<file path="src/rtl/collision_scheduler.sv">
// Walks the object table once per start, running the shared overlap comparator on each slot against the latched player.
// Optional feature: define COLLISION_EARLY_EXIT_EN to end the scan at the first hit.
module collision_scheduler #(
  parameter int N_OBJ = 8,
  parameter int IDX_W = $clog2(N_OBJ)
) (
  input  logic             i_Clk,
  input  logic             i_Rst,
  input  logic             i_Start,
  input  logic [18:0]      i_PlayerPos,
  input  logic [5:0]       i_PlayerWidth,
  input  logic [5:0]       i_PlayerHeight,
  output logic [IDX_W-1:0] o_ObjAddr,
  input  logic [18:0]      i_ObjPos,
  input  logic [5:0]       i_ObjWidth,
  input  logic [5:0]       i_ObjHeight,
  input  logic             i_ObjValid,
  output logic [18:0]      o_ObjAPos,
  output logic [5:0]       o_ObjAWidth,
  output logic [5:0]       o_ObjAHeight,
  output logic [18:0]      o_ObjBPos,
  output logic [5:0]       o_ObjBWidth,
  output logic [5:0]       o_ObjBHeight,
  input  logic             i_IsCollision,
  output logic             o_Busy,
  output logic             o_Done,
  output logic [N_OBJ-1:0] o_HitMask,
  output logic             o_AnyHit,
  output logic [IDX_W-1:0] o_HitIdx
);

  typedef enum logic [1:0] {S_IDLE, S_FETCH, S_TEST, S_DONE} state_e;

  localparam logic [IDX_W-1:0] LAST_IDX = IDX_W'(N_OBJ - 1);

  state_e             state_q, state_d;
  logic [IDX_W-1:0]   idx_q, idx_d;
  logic [N_OBJ-1:0]   hit_mask_q, hit_mask_d;
  logic [IDX_W-1:0]   hit_idx_q, hit_idx_d;
  logic [18:0]        player_pos_q, player_pos_d;
  logic [5:0]         player_w_q, player_w_d;
  logic [5:0]         player_h_q, player_h_d;
  logic               hit;

  assign hit = i_ObjValid & i_IsCollision;

  // NOTE: sequential state uses non-blocking assignments so every register samples pre-edge values.
  always_ff @(posedge i_Clk) begin
    if (i_Rst) begin
      state_q      <= S_IDLE;
      idx_q        <= '0;
      hit_mask_q   <= '0;
      hit_idx_q    <= '0;
      player_pos_q <= '0;
      player_w_q   <= '0;
      player_h_q   <= '0;
    end else begin
      state_q      <= state_d;
      idx_q        <= idx_d;
      hit_mask_q   <= hit_mask_d;
      hit_idx_q    <= hit_idx_d;
      player_pos_q <= player_pos_d;
      player_w_q   <= player_w_d;
      player_h_q   <= player_h_d;
    end
  end

  // NOTE: every signal gets a hold default first, so no path through the case can infer a latch.
  always_comb begin
    state_d      = state_q;
    idx_d        = idx_q;
    hit_mask_d   = hit_mask_q;
    hit_idx_d    = hit_idx_q;
    player_pos_d = player_pos_q;
    player_w_d   = player_w_q;
    player_h_d   = player_h_q;
    unique case (state_q)
      S_IDLE: begin
        if (i_Start) begin
          player_pos_d = i_PlayerPos;
          player_w_d   = i_PlayerWidth;
          player_h_d   = i_PlayerHeight;
          idx_d        = '0;
          hit_mask_d   = '0;
          hit_idx_d    = '0;
          state_d      = S_FETCH;
        end
      end
      S_FETCH: state_d = S_TEST;
      S_TEST: begin
        if (hit) begin
          hit_mask_d[idx_q] = 1'b1;
          // An empty mask means no earlier slot of this scan has hit.
          if (hit_mask_q == '0) hit_idx_d = idx_q;
        end
`ifdef COLLISION_EARLY_EXIT_EN
        if (hit || idx_q == LAST_IDX) begin
`else
        if (idx_q == LAST_IDX) begin
`endif
          state_d = S_DONE;
        end else begin
          idx_d   = idx_q + 1'b1;
          state_d = S_FETCH;
        end
      end
      S_DONE:  state_d = S_IDLE;
      default: state_d = S_IDLE;
    endcase
  end

  always_comb begin
    o_Busy = (state_q != S_IDLE);
    o_Done = (state_q == S_DONE);
  end

  assign o_ObjAddr    = idx_q;
  assign o_ObjAPos    = player_pos_q;
  assign o_ObjAWidth  = player_w_q;
  assign o_ObjAHeight = player_h_q;
  assign o_ObjBPos    = i_ObjPos;
  assign o_ObjBWidth  = i_ObjWidth;
  assign o_ObjBHeight = i_ObjHeight;
  assign o_HitMask    = hit_mask_q;
  assign o_AnyHit     = |hit_mask_q;
  assign o_HitIdx     = hit_idx_q;

endmodule

</file>
<file path="config.mk">
export PLATFORM = sky130hd
export DESIGN_NAME = collision_scheduler
export DESIGN_NICKNAME = d
export VERILOG_FILES = /design/src/rtl/collision_scheduler.sv
export SDC_FILE = /design/constraint.sdc
export NUM_CORES = 1
export LEC_CHECK = 0
export BUFFER_PORTS_ARGS = -buffer_cell sky130_fd_sc_hd__buf_2
export CAP_MARGIN = 20
export CORE_MARGIN = 2
export CORE_UTILIZATION = 41
export CTS_CLUSTER_DIAMETER = 120
export DETAILED_ROUTE_END_ITERATION = 8
export PLACE_DENSITY = 0.79
export REMOVE_ABC_BUFFERS = 1
export SLEW_MARGIN = 20
export SYNTH_ARGS = -nofsm -noshare
export SYNTH_HDL_FRONTEND = slang
export SYNTH_SLANG_ARGS = --single-unit
</file>
<file path="constraint.sdc">
create_clock -name i_Clk -period 1.88 [get_ports i_Clk]
set_input_delay 0.188 -clock i_Clk [delete_from_list [all_inputs] [get_ports i_Clk]]
set_output_delay 0.188 -clock i_Clk [all_outputs]
set_load 0.01 [all_outputs]
</file>
-- Word-level counts from Yosys, hierarchy flattened
Cells that the tools add are included.
- register bits after elaboration: 47
- bits of input ports: 67
- output and inout bits: 79
- add/sub/neg operators: 1
- magnitude comparators: 2
- eq/ne operators: 8
- mux-type cells: 14
- bitwise gates (word level): 2
- reductions and logical operators: 10
- operators with widths (kind ; number):
    8-bit two-way mux ; 2
    8-bit case mux with 2 select lines ; 1
    3-bit two-way mux ; 4
    3-bit case mux with 2 select lines ; 2
    8-bit zero test ; 1
    2-bit inequality test, second input constant ; 4
    8-bit bitwise OR ; 1
    2-bit case mux with 4 select lines ; 1
    8-bit OR reduction ; 1
    3-bit AND reduction ; 2
    2-bit == test, second input constant ; 2
    3-bit by 4-bit less-than comparator with 1-bit output, second input constant ; 1
    2-bit two-way mux ; 2
    4-bit AND reduction ; 1
    2-bit nonzero test ; 2
    3-bit by 1-bit adder with 3-bit output, second input constant ; 1
    1-bit demux with 3-bit select ; 1
    3-bit == test, second input constant ; 1
    3-bit by 1-bit >= comparator with 1-bit output, second input constant ; 1
    2-bit by 1-bit == test with 1-bit output, second input constant ; 1
    2-bit zero test ; 1
    2-bit AND reduction ; 1
    1-bit AND ; 1
    1-bit logical AND ; 1
    1-bit two-way mux ; 1

-- Longest topological paths before layout
Gate-level depths: netlist of run 1.
- word-level depth: 7
- gate-level depth with buffers: 6

-- Worst setup path before layout of run 1
OpenSTA, ideal clock, no wires.
- kind: register -> register
- start: register state_q[1]
- end: register player_pos_q[10], in the netlist o_ObjAPos[10]
- library setup time: 132 ps
- data arrival time: 1256 ps
- required time: 1748 ps
- path slack: 492 ps
- cell stages (with the launch flop): 7
- cells stage by stage: dfxtp_1 > or3b_1 > buf_2 > buf_2 > buf_2 > nand2_1 > a21oi_1
- word-level cells in the longest chain between the ends: 2
- RTL lines (element ; line ; RTL):
    from (decl) ; 36 ; state_e state_q, state_d;
    from (signal assigned) ; 58 ; state_q <= state_d;
    2-bit zero test ; 77 ; unique case (state_q)
    2-bit AND reduction (no source line) ; - ;
    to (signal assigned) ; 62 ; player_pos_q <= player_pos_d;
    to (decl) ; 40 ; logic [18:0] player_pos_q, player_pos_d;
Every way passes these cells.
A chain may end at the register's enable or synchronous reset.

-- Worst setup path in the final report of run 1
- start: register hit_mask_q[7], in the netlist o_HitMask[7]
- end: output port o_AnyHit
- word-level cells in the longest chain between the ends: 1
- RTL lines (element ; line ; RTL):
    from (decl) ; 38 ; logic [N_OBJ-1:0] hit_mask_q, hit_mask_d;
    from (signal assigned) ; 60 ; hit_mask_q <= hit_mask_d;
    8-bit OR reduction ; 125 ; assign o_AnyHit = |hit_mask_q;
    to (decl) ; 28 ; output logic o_AnyHit,
Every way passes these cells.

==> run summary, run 1 <==
### Run status
- finished clean — outcome

### Clock tree
- 2 — maximum clock path buffer count
- 0.30 ns — Clk Latency, worst-skew pair
- 0 — post-cts gate resize count
- 0 — Hold Buf Count CTS
- sky130_fd_sc_hd__clkbuf_8 — master cell of the clock root buffer
- 0.09 ns — clock-pin slew reported for the worst setup and hold paths after clock tree synthesis
- 5 — CTS buffer count
- 0 — count of buffers added by post-CTS timing repair for setup
- 2 — Clock H-tree levels
- 47 — clock sink count
- built — clock tree from TritonCTS

### Yosys
- 259 — synthesized netlist cell count
- 0.00211 mm² — Post-Synthesis Cell Area
- 8.14 µm² — syn avg cell area
- sky130_fd_sc_hd__dfxtp_1 — most used flip-flop cell after synthesis
- 0 — number of enable flip-flop cells after synthesis
- 47 — FF+latch count, synth
- 34 — count of distinct cell types in the synthesized netlist
- 0% — proportion of synthesized flip-flops having asynchronous set or reset
- 44.6% — sequential-to-total area share from yosys stat
- 0 — Yosys warning count

### GRT
- 1553 — vias in the first global route
- 30 — maximum number of pins on one net before global-route repair
- 8.42 mm — global-route wire length before repair
- 0 — aggregate global routing overflow
- 0 — antenna violations before repair
- 20.6% — total routing resource utilization after global routing

### Placed design
- 83 — count of port buffers added during placement
- 0.773 — global placer's final weighted congestion
- 0.00238 mm² — placement-stage cell area
- 4.52 mm — DP Wirelength

### Floorplanning
- 0.00504 mm² — core region area
- 41.8% — Initial Utilization
- 26 — row cnt
- 75.7 µm — Die Ht
- 0.00573 mm² — overall die area
- 75.7 µm — Die Span X
- 146 — Top Ports

### STA
- no — RSZ-0062 raised after global routing
- 0 — number of failing hold endpoints at the final stage
- 1.68 ns — post-layout minimum cycle time
- 0 — final setup violation count
- 89.6% — Final Cycle Share
- 0.116 ns — worst hold slack after final layout
- 0.00517 ns — Layout Skew
- 0 — Max Transition Viols Final
- 55.9% — Slew headroom
- 594 MHz — highest clock frequency the design can meet
- 0.655 ns — slew at the pin closest to its max-slew limit

### Detailed routing
- 1942 — vias post-DR
- 4 — DR pass1 iterations
- 101 — first-iteration detailed-routing DRC count
- 0 — count of nets left with antenna violations after detail routing
- 6.09 mm — final WL
- 16.0 µm — Routed wire per std cell
- 0 — DRC violations left
- 5.10 — via density per instance

### Critical path
- nor4_1, nand2_1, buf_2 — cells traversed along the worst timing path
- 1.50 ns — data arrival time of the worst path
- 1.69 ns — Data required, critical path
- 1 — Bufs and invs on worst path
- output port — element type at the critical path end
- 0.61 ns — maximum cell stage delay along the critical path
- register — crit path launch type
- reg2out — kind of critical path
- 4 — maximum fanout encountered on the critical timing path
- simple AND/OR/NAND/NOR gates — gate family responsible for the most delay along the worst path
- sky130_fd_sc_hd__nor4_1 — Critical Path Slowest Stage Cell

### Cells and area
- 32.8% — layout cells sized above 1
- 379 — number of nets in the finished design
- 19.6% — layout-stage area growth over the synthesis result
- 0 — diode insertion count for antenna repair
- 0.00252 mm² — post-layout instance area

### Power
- 0.399 mV — largest voltage drop on the vdd net
- 879 mW/mm² — total power density per cell area
- 1.16 nW — P_leak

### Run
- 0 — number of max-cap violations

### Hold path
- in2reg — type of the most critical hold path

[area by class of cell]
cell class	count	area [µm²]
fillers	485	2520
inverters	3	11.3
clock inverters	3	67.6
well taps	70	87.6
clock buffers	5	68.8
repair buffers	92	483
multi-input cells	161	862
flip-flops and latches	47	941
[sequential cells by signal, indices dropped and copies added (netlist names)]
| signal | cells |
|---|---|
| state_q | 2 |
| o_ObjAddr | 3 |
| o_HitIdx | 3 |
| o_ObjAHeight | 6 |
| o_HitMask | 8 |
| o_ObjAWidth | 6 |
| o_ObjAPos | 19 |
[stage by stage]
stage               power [mW]  setup TNS, ns  util [%]  worst slack (ns)  cells
floorplan                 1.22          -1.68         -            -0.278    211
global placement          1.37              0      47.3             0.399    373
detailed placement        1.37              0      47.3             0.388    373
CTS                       2.24              0      50.0             0.196    381
global route              2.33              0      50.0             0.137    381
finish                    2.22              0      50.0             0.195    381
[power breakdown]
group,leakage [nW],switching (mW),internal [mW]
registers,0.384,0.0270,1.04
logic,0.713,0.159,0.119
clock network,0.0644,0.339,0.530
total,1.16,0.526,1.69
[logic make-up (layout without fill, tap and decap cells)]
| group | count (synthesis) | after routing | synth area share [%] |
|---|---|---|---|
| simple gates | 101 | 101 | 22.5 |
| flops | 47 | 47 | 44.6 |
| fa+ha+maj | 2 | 2 | 1.19 |
| compound gates | 58 | 58 | 16.9 |
| buf+inv | 51 | 103 | 14.8 |
[synthesized netlist by cell type, types with 2 or more instances]
library cell,instances,area share [%]
sky130_fd_sc_hd__buf_2,3,0.71
sky130_fd_sc_hd__clkbuf_1,14,2.5
sky130_fd_sc_hd__o21ai_0,3,0.71
sky130_fd_sc_hd__nor4bb_1,2,0.95
sky130_fd_sc_hd__a2111oi_1,3,1.4
sky130_fd_sc_hd__nand2_1,68,12
sky130_fd_sc_hd__buf_4,31,11
sky130_fd_sc_hd__ha_1,2,1.2
sky130_fd_sc_hd__or4_1,2,0.71
sky130_fd_sc_hd__nand3_1,5,1.2
sky130_fd_sc_hd__o2111ai_1,5,2.1
sky130_fd_sc_hd__dfxtp_1,47,45
sky130_fd_sc_hd__o21a_1,4,1.4
sky130_fd_sc_hd__nor2b_1,2,0.59
sky130_fd_sc_hd__o41ai_1,3,1.2
sky130_fd_sc_hd__and2_1,4,1.2
sky130_fd_sc_hd__nor2_1,3,0.53
sky130_fd_sc_hd__nor3b_1,2,0.71
sky130_fd_sc_hd__nand4_1,4,1.2
sky130_fd_sc_hd__inv_1,3,0.53
sky130_fd_sc_hd__nor4_1,2,0.59
sky130_fd_sc_hd__a21oi_1,35,8.3
[routing by layer]
metal / vias to the layer above / wire length, µm / GRT usage, %
li1: 955 / - / -
met1: 877 / 2670 / 26.7
met2: 105 / 2480 / 26.2
met3: 5 / 892 / 15.9
met4: 0 / 43 / 4.48
met5: - / 0 / 9.26
[tightest hold or removal path: cells and delay by family]
| kind | cells | cell delay, ns |
|---|---|---|
| buffers and inverters | 1 | 0.10 |
| AOI/OAI and AO/OA | 1 | 0.05 |
| and+or+nand+nor | 1 | 0.04 |
[layout by cell type (no fill, tap or decap), types with 2 or more instances in the layout]
cell type,instances
sky130_fd_sc_hd__buf_4,9
sky130_fd_sc_hd__a2111oi_1,3
sky130_fd_sc_hd__nor3b_1,2
sky130_fd_sc_hd__nand3_1,5
sky130_fd_sc_hd__nor2_1,3
sky130_fd_sc_hd__o2111ai_1,5
sky130_fd_sc_hd__clkbuf_8,5
sky130_fd_sc_hd__o21ai_0,3
sky130_fd_sc_hd__o41ai_1,3
sky130_fd_sc_hd__or4_1,2
sky130_fd_sc_hd__bufinv_16,2
sky130_fd_sc_hd__nand4_1,4
sky130_fd_sc_hd__a21oi_1,35
sky130_fd_sc_hd__ha_1,2
sky130_fd_sc_hd__buf_2,83
sky130_fd_sc_hd__inv_1,3
sky130_fd_sc_hd__o21a_1,4
sky130_fd_sc_hd__nand2_1,68
sky130_fd_sc_hd__and2_1,4
sky130_fd_sc_hd__nor4bb_1,2
sky130_fd_sc_hd__dfxtp_1,47
sky130_fd_sc_hd__nor4_1,2
sky130_fd_sc_hd__nor2b_1,2
[final timing paths]
kind	slack [ns]	to	from	cells past startpoint
setup / recovery	0.20	o_AnyHit	o_HitMask[7]	3
hold / removal	0.12	o_ObjAPos[6]	i_PlayerPos[6]	3
setup reg to reg	0.38	o_HitMask[4]	state_q[1]	4
hold reg to reg	0.46	o_ObjAPos[9]	o_ObjAPos[9]	2
Note: power is estimated with default switching activity, not from simulation.
==> run 2: changes to the inputs <==
--- a/config.mk
+++ b/config.mk
@@ -7,11 +7,14 @@
 export LEC_CHECK = 0
 export BUFFER_PORTS_ARGS = -buffer_cell sky130_fd_sc_hd__buf_2
 export CAP_MARGIN = 20
+export CELL_PAD_IN_SITES_DETAIL_PLACEMENT = 1
+export CELL_PAD_IN_SITES_GLOBAL_PLACEMENT = 2
 export CORE_MARGIN = 2
-export CORE_UTILIZATION = 41
+export CORE_UTILIZATION = 21
 export CTS_CLUSTER_DIAMETER = 120
 export DETAILED_ROUTE_END_ITERATION = 8
 export PLACE_DENSITY = 0.79
+export RECOVER_POWER = 25
 export REMOVE_ABC_BUFFERS = 1
 export SLEW_MARGIN = 20
 export SYNTH_ARGS = -nofsm -noshare
==> run summary, run 2 (synthesis gave the netlist of run 1 again) <==
### Cells and area
- 0 — diode insertion count for antenna repair, unchanged
- 21.6% — layout-stage area growth over the synthesis result, was 19.6%
- 862 µm² — area taken by multi-input logic gates, unchanged
- 941 µm² — combined flip-flop and latch cell area, unchanged
- 1215 — fill cell total of the finished layout, was 485
- 381 — number of nets in the finished design, was 379
- sky130_fd_sc_hd__buf_2 — most common cell after layout, fill and taps aside, unchanged
- 26.2% — fraction of the core area covered by cells at the end of the flow, was 50.0%
- 0.00256 mm² — post-layout instance area, was 0.00252 mm²
- 32.9% — layout cells sized above 1, was 32.8%
- 19 — max reg flops, unchanged
- 446 — post-route non-filler standard cell count, was 381
- 83 x sky130_fd_sc_hd__buf_2, 68 x sky130_fd_sc_hd__nand2_1, 47 x sky130_fd_sc_hd__dfxtp_1 — most used cells in the layout excluding fill and tap cells, unchanged

### Floorplanning
- 0.0109 mm² — overall die area, was 0.00573 mm²
- 104 µm — Die Span X, was 75.7 µm
- 0.00977 mm² — core region area, was 0.00504 mm²
- 36 — row cnt, was 26
- 104 µm — Die Ht, was 75.7 µm
- 21.6% — Initial Utilization, was 41.8%
- 146 — Top Ports, unchanged

### Clock tree
- 0.30 ns — Clk Latency, worst-skew pair, about the same
- 0.09 ns — clock-pin slew reported for the worst setup and hold paths after clock tree synthesis, about the same
- 47 — clock sink count, unchanged
- 0 — post-cts gate resize count, unchanged
- 0 — Hold Buf Count CTS, unchanged
- built — clock tree from TritonCTS, unchanged
- 2 — Clock H-tree levels, unchanged
- sky130_fd_sc_hd__clkbuf_8 — master cell of the clock root buffer, unchanged
- 0 — count of buffers added by post-CTS timing repair for setup, unchanged
- 5 — CTS buffer count, unchanged
- 2 — maximum clock path buffer count, unchanged

### Detailed routing
- 7.31 mm — final WL, was 6.09 mm
- 16.4 µm — Routed wire per std cell, was 16.0 µm
- 0 — count of nets left with antenna violations after detail routing, unchanged
- 0 — DRC violations left, unchanged
- 1996 — vias post-DR, was 1942
- 4.48 — via density per instance, was 5.10
- 56 — first-iteration detailed-routing DRC count, was 101
- 5 — DR pass1 iterations, was 4

### Critical path
- sky130_fd_sc_hd__dfxtp_1 — Critical Path Slowest Stage Cell, was sky130_fd_sc_hd__nor4_1
- ha_1, ha_1, and2_1, o21ai_0, a21oi_1 — cells traversed along the worst timing path, was nor4_1, nand2_1, buf_2
- register — element type at the critical path end, was output port
- 12 — maximum fanout encountered on the critical timing path, was 4
- sky130_fd_sc_hd__ha_1 — cell mode on critical path
- 0.60 ns — maximum cell stage delay along the critical path, was 0.61 ns
- 1.82 ns — data arrival time of the worst path, was 1.50 ns
- reg2reg — kind of critical path, was reg2out
- register — crit path launch type, unchanged
- 2.10 ns — Data required, critical path, was 1.69 ns

### Hold path
- in2reg — type of the most critical hold path, unchanged

### Run
- 0 — number of max-cap violations, unchanged

### Placed design
- 0.721 — global placer's final weighted congestion, was 0.773
- 438 — Placed Instances, was 373
- 83 — count of port buffers added during placement, unchanged
- 0.00248 mm² — placement-stage cell area, was 0.00238 mm²
- 5.48 mm — DP Wirelength, was 4.52 mm

### GRT
- 0 — aggregate global routing overflow, unchanged
- 29 — maximum number of pins on one net before global-route repair, was 30
- 0 — antenna violations before repair, unchanged
- 11.0 mm — global-route wire length before repair, was 8.42 mm
- 13.0% — total routing resource utilization after global routing, was 20.6%
- 1897 — vias in the first global route, was 1553

### Run status
- finished clean — outcome, unchanged

### STA
- 0.119 ns — worst hold slack after final layout, was 0.116 ns
- 70.1% — Slew headroom, was 55.9%
- 0 — final setup violation count, unchanged
- 624 MHz — highest clock frequency the design can meet, was 594 MHz
- 85.2% — Final Cycle Share, was 89.6%
- 0 — number of failing hold endpoints at the final stage, unchanged
- 1.60 ns — post-layout minimum cycle time, was 1.68 ns
- 0 — Max Transition Viols Final, unchanged
- 0.449 ns — slew at the pin closest to its max-slew limit, was 0.655 ns
- no — RSZ-0062 raised after global routing, unchanged
- 0.00949 ns — Layout Skew, was 0.00517 ns

### Power
- 0.282 mV — largest voltage drop on the vdd net, was 0.399 mV
- 773 mW/mm² — total power density per cell area, was 879 mW/mm²
- 1.15 nW — P_leak, was 1.16 nW

-- run 2: cell count changes in the layout (fill, tap and decap cells not counted) --
cell | before | now
sky130_fd_sc_hd__buf_4 | 9 | 11
sky130_fd_sc_hd__bufinv_16 | 2 | 0
sky130_fd_sc_hd__clkbuf_1 | 0 | 1
sky130_fd_sc_hd__clkinv_2 | 0 | 1
-- run 2: metal layers --
metal	track usage, %	routed length [µm]	vias to the layer above
met2	17.3	2920	102
met3	9.15	986	6
li1	-	-	956
met1	16.9	3370	932
met5	2.38	0	-
met4	2.61	37	0
-- run 2: cell type report --
class	instances	area share [%]
Clock buffer	6	2.83
Clock inverter	2	0.488
Inverter	3	0.439
Multi-Input combinational cell	161	33.6
Sequential cell	47	36.7
Tap cell	133	6.49
Timing Repair Buffer	94	19.4
-- run 2: final timing paths --
kind	startpoint	endpoint	slack, ns	depth (start not counted)
worst max-delay path	o_ObjAddr[0]	o_ObjAddr[0]	0.28	5
worst min-delay path	i_PlayerWidth[0]	o_ObjAWidth[0]	0.12	3
worst max register to register	o_ObjAddr[0]	o_ObjAddr[0]	0.28	5
worst min register to register	o_ObjAPos[6]	o_ObjAPos[6]	0.46	2
-- run 2: critical path, delay by kind of cell (launching register included) --
family	cells	cell delay (ns)
flip-flops	1	0.60
AO/OA/AOI/OAI	2	0.24
adder cells (fa/ha/maj)	2	0.54
AND/OR/NAND/NOR	1	0.16
-- run 2: power breakdown --
part	switching, mW	total [mW]	internal [mW]	leakage [nW]
Combinational	0.173	0.292	0.119	0.722
Sequential	0.0274	1.07	1.04	0.384
Clock	0.359	0.620	0.261	0.0412
Total	0.559	1.98	1.42	1.15
-- run 2: stage by stage --
step	setup TNS, ns	setup slack, ns	total power, mW
6_report	0	0.278	1.98
5_1_grt	0	0.152	2.11
4_1_cts	0	0.265	2.03
3_5_place_dp	0	0.303	1.39
3_3_place_gp	0	0.325	1.38
2_1_floorplan	-1.68	-0.278	1.22
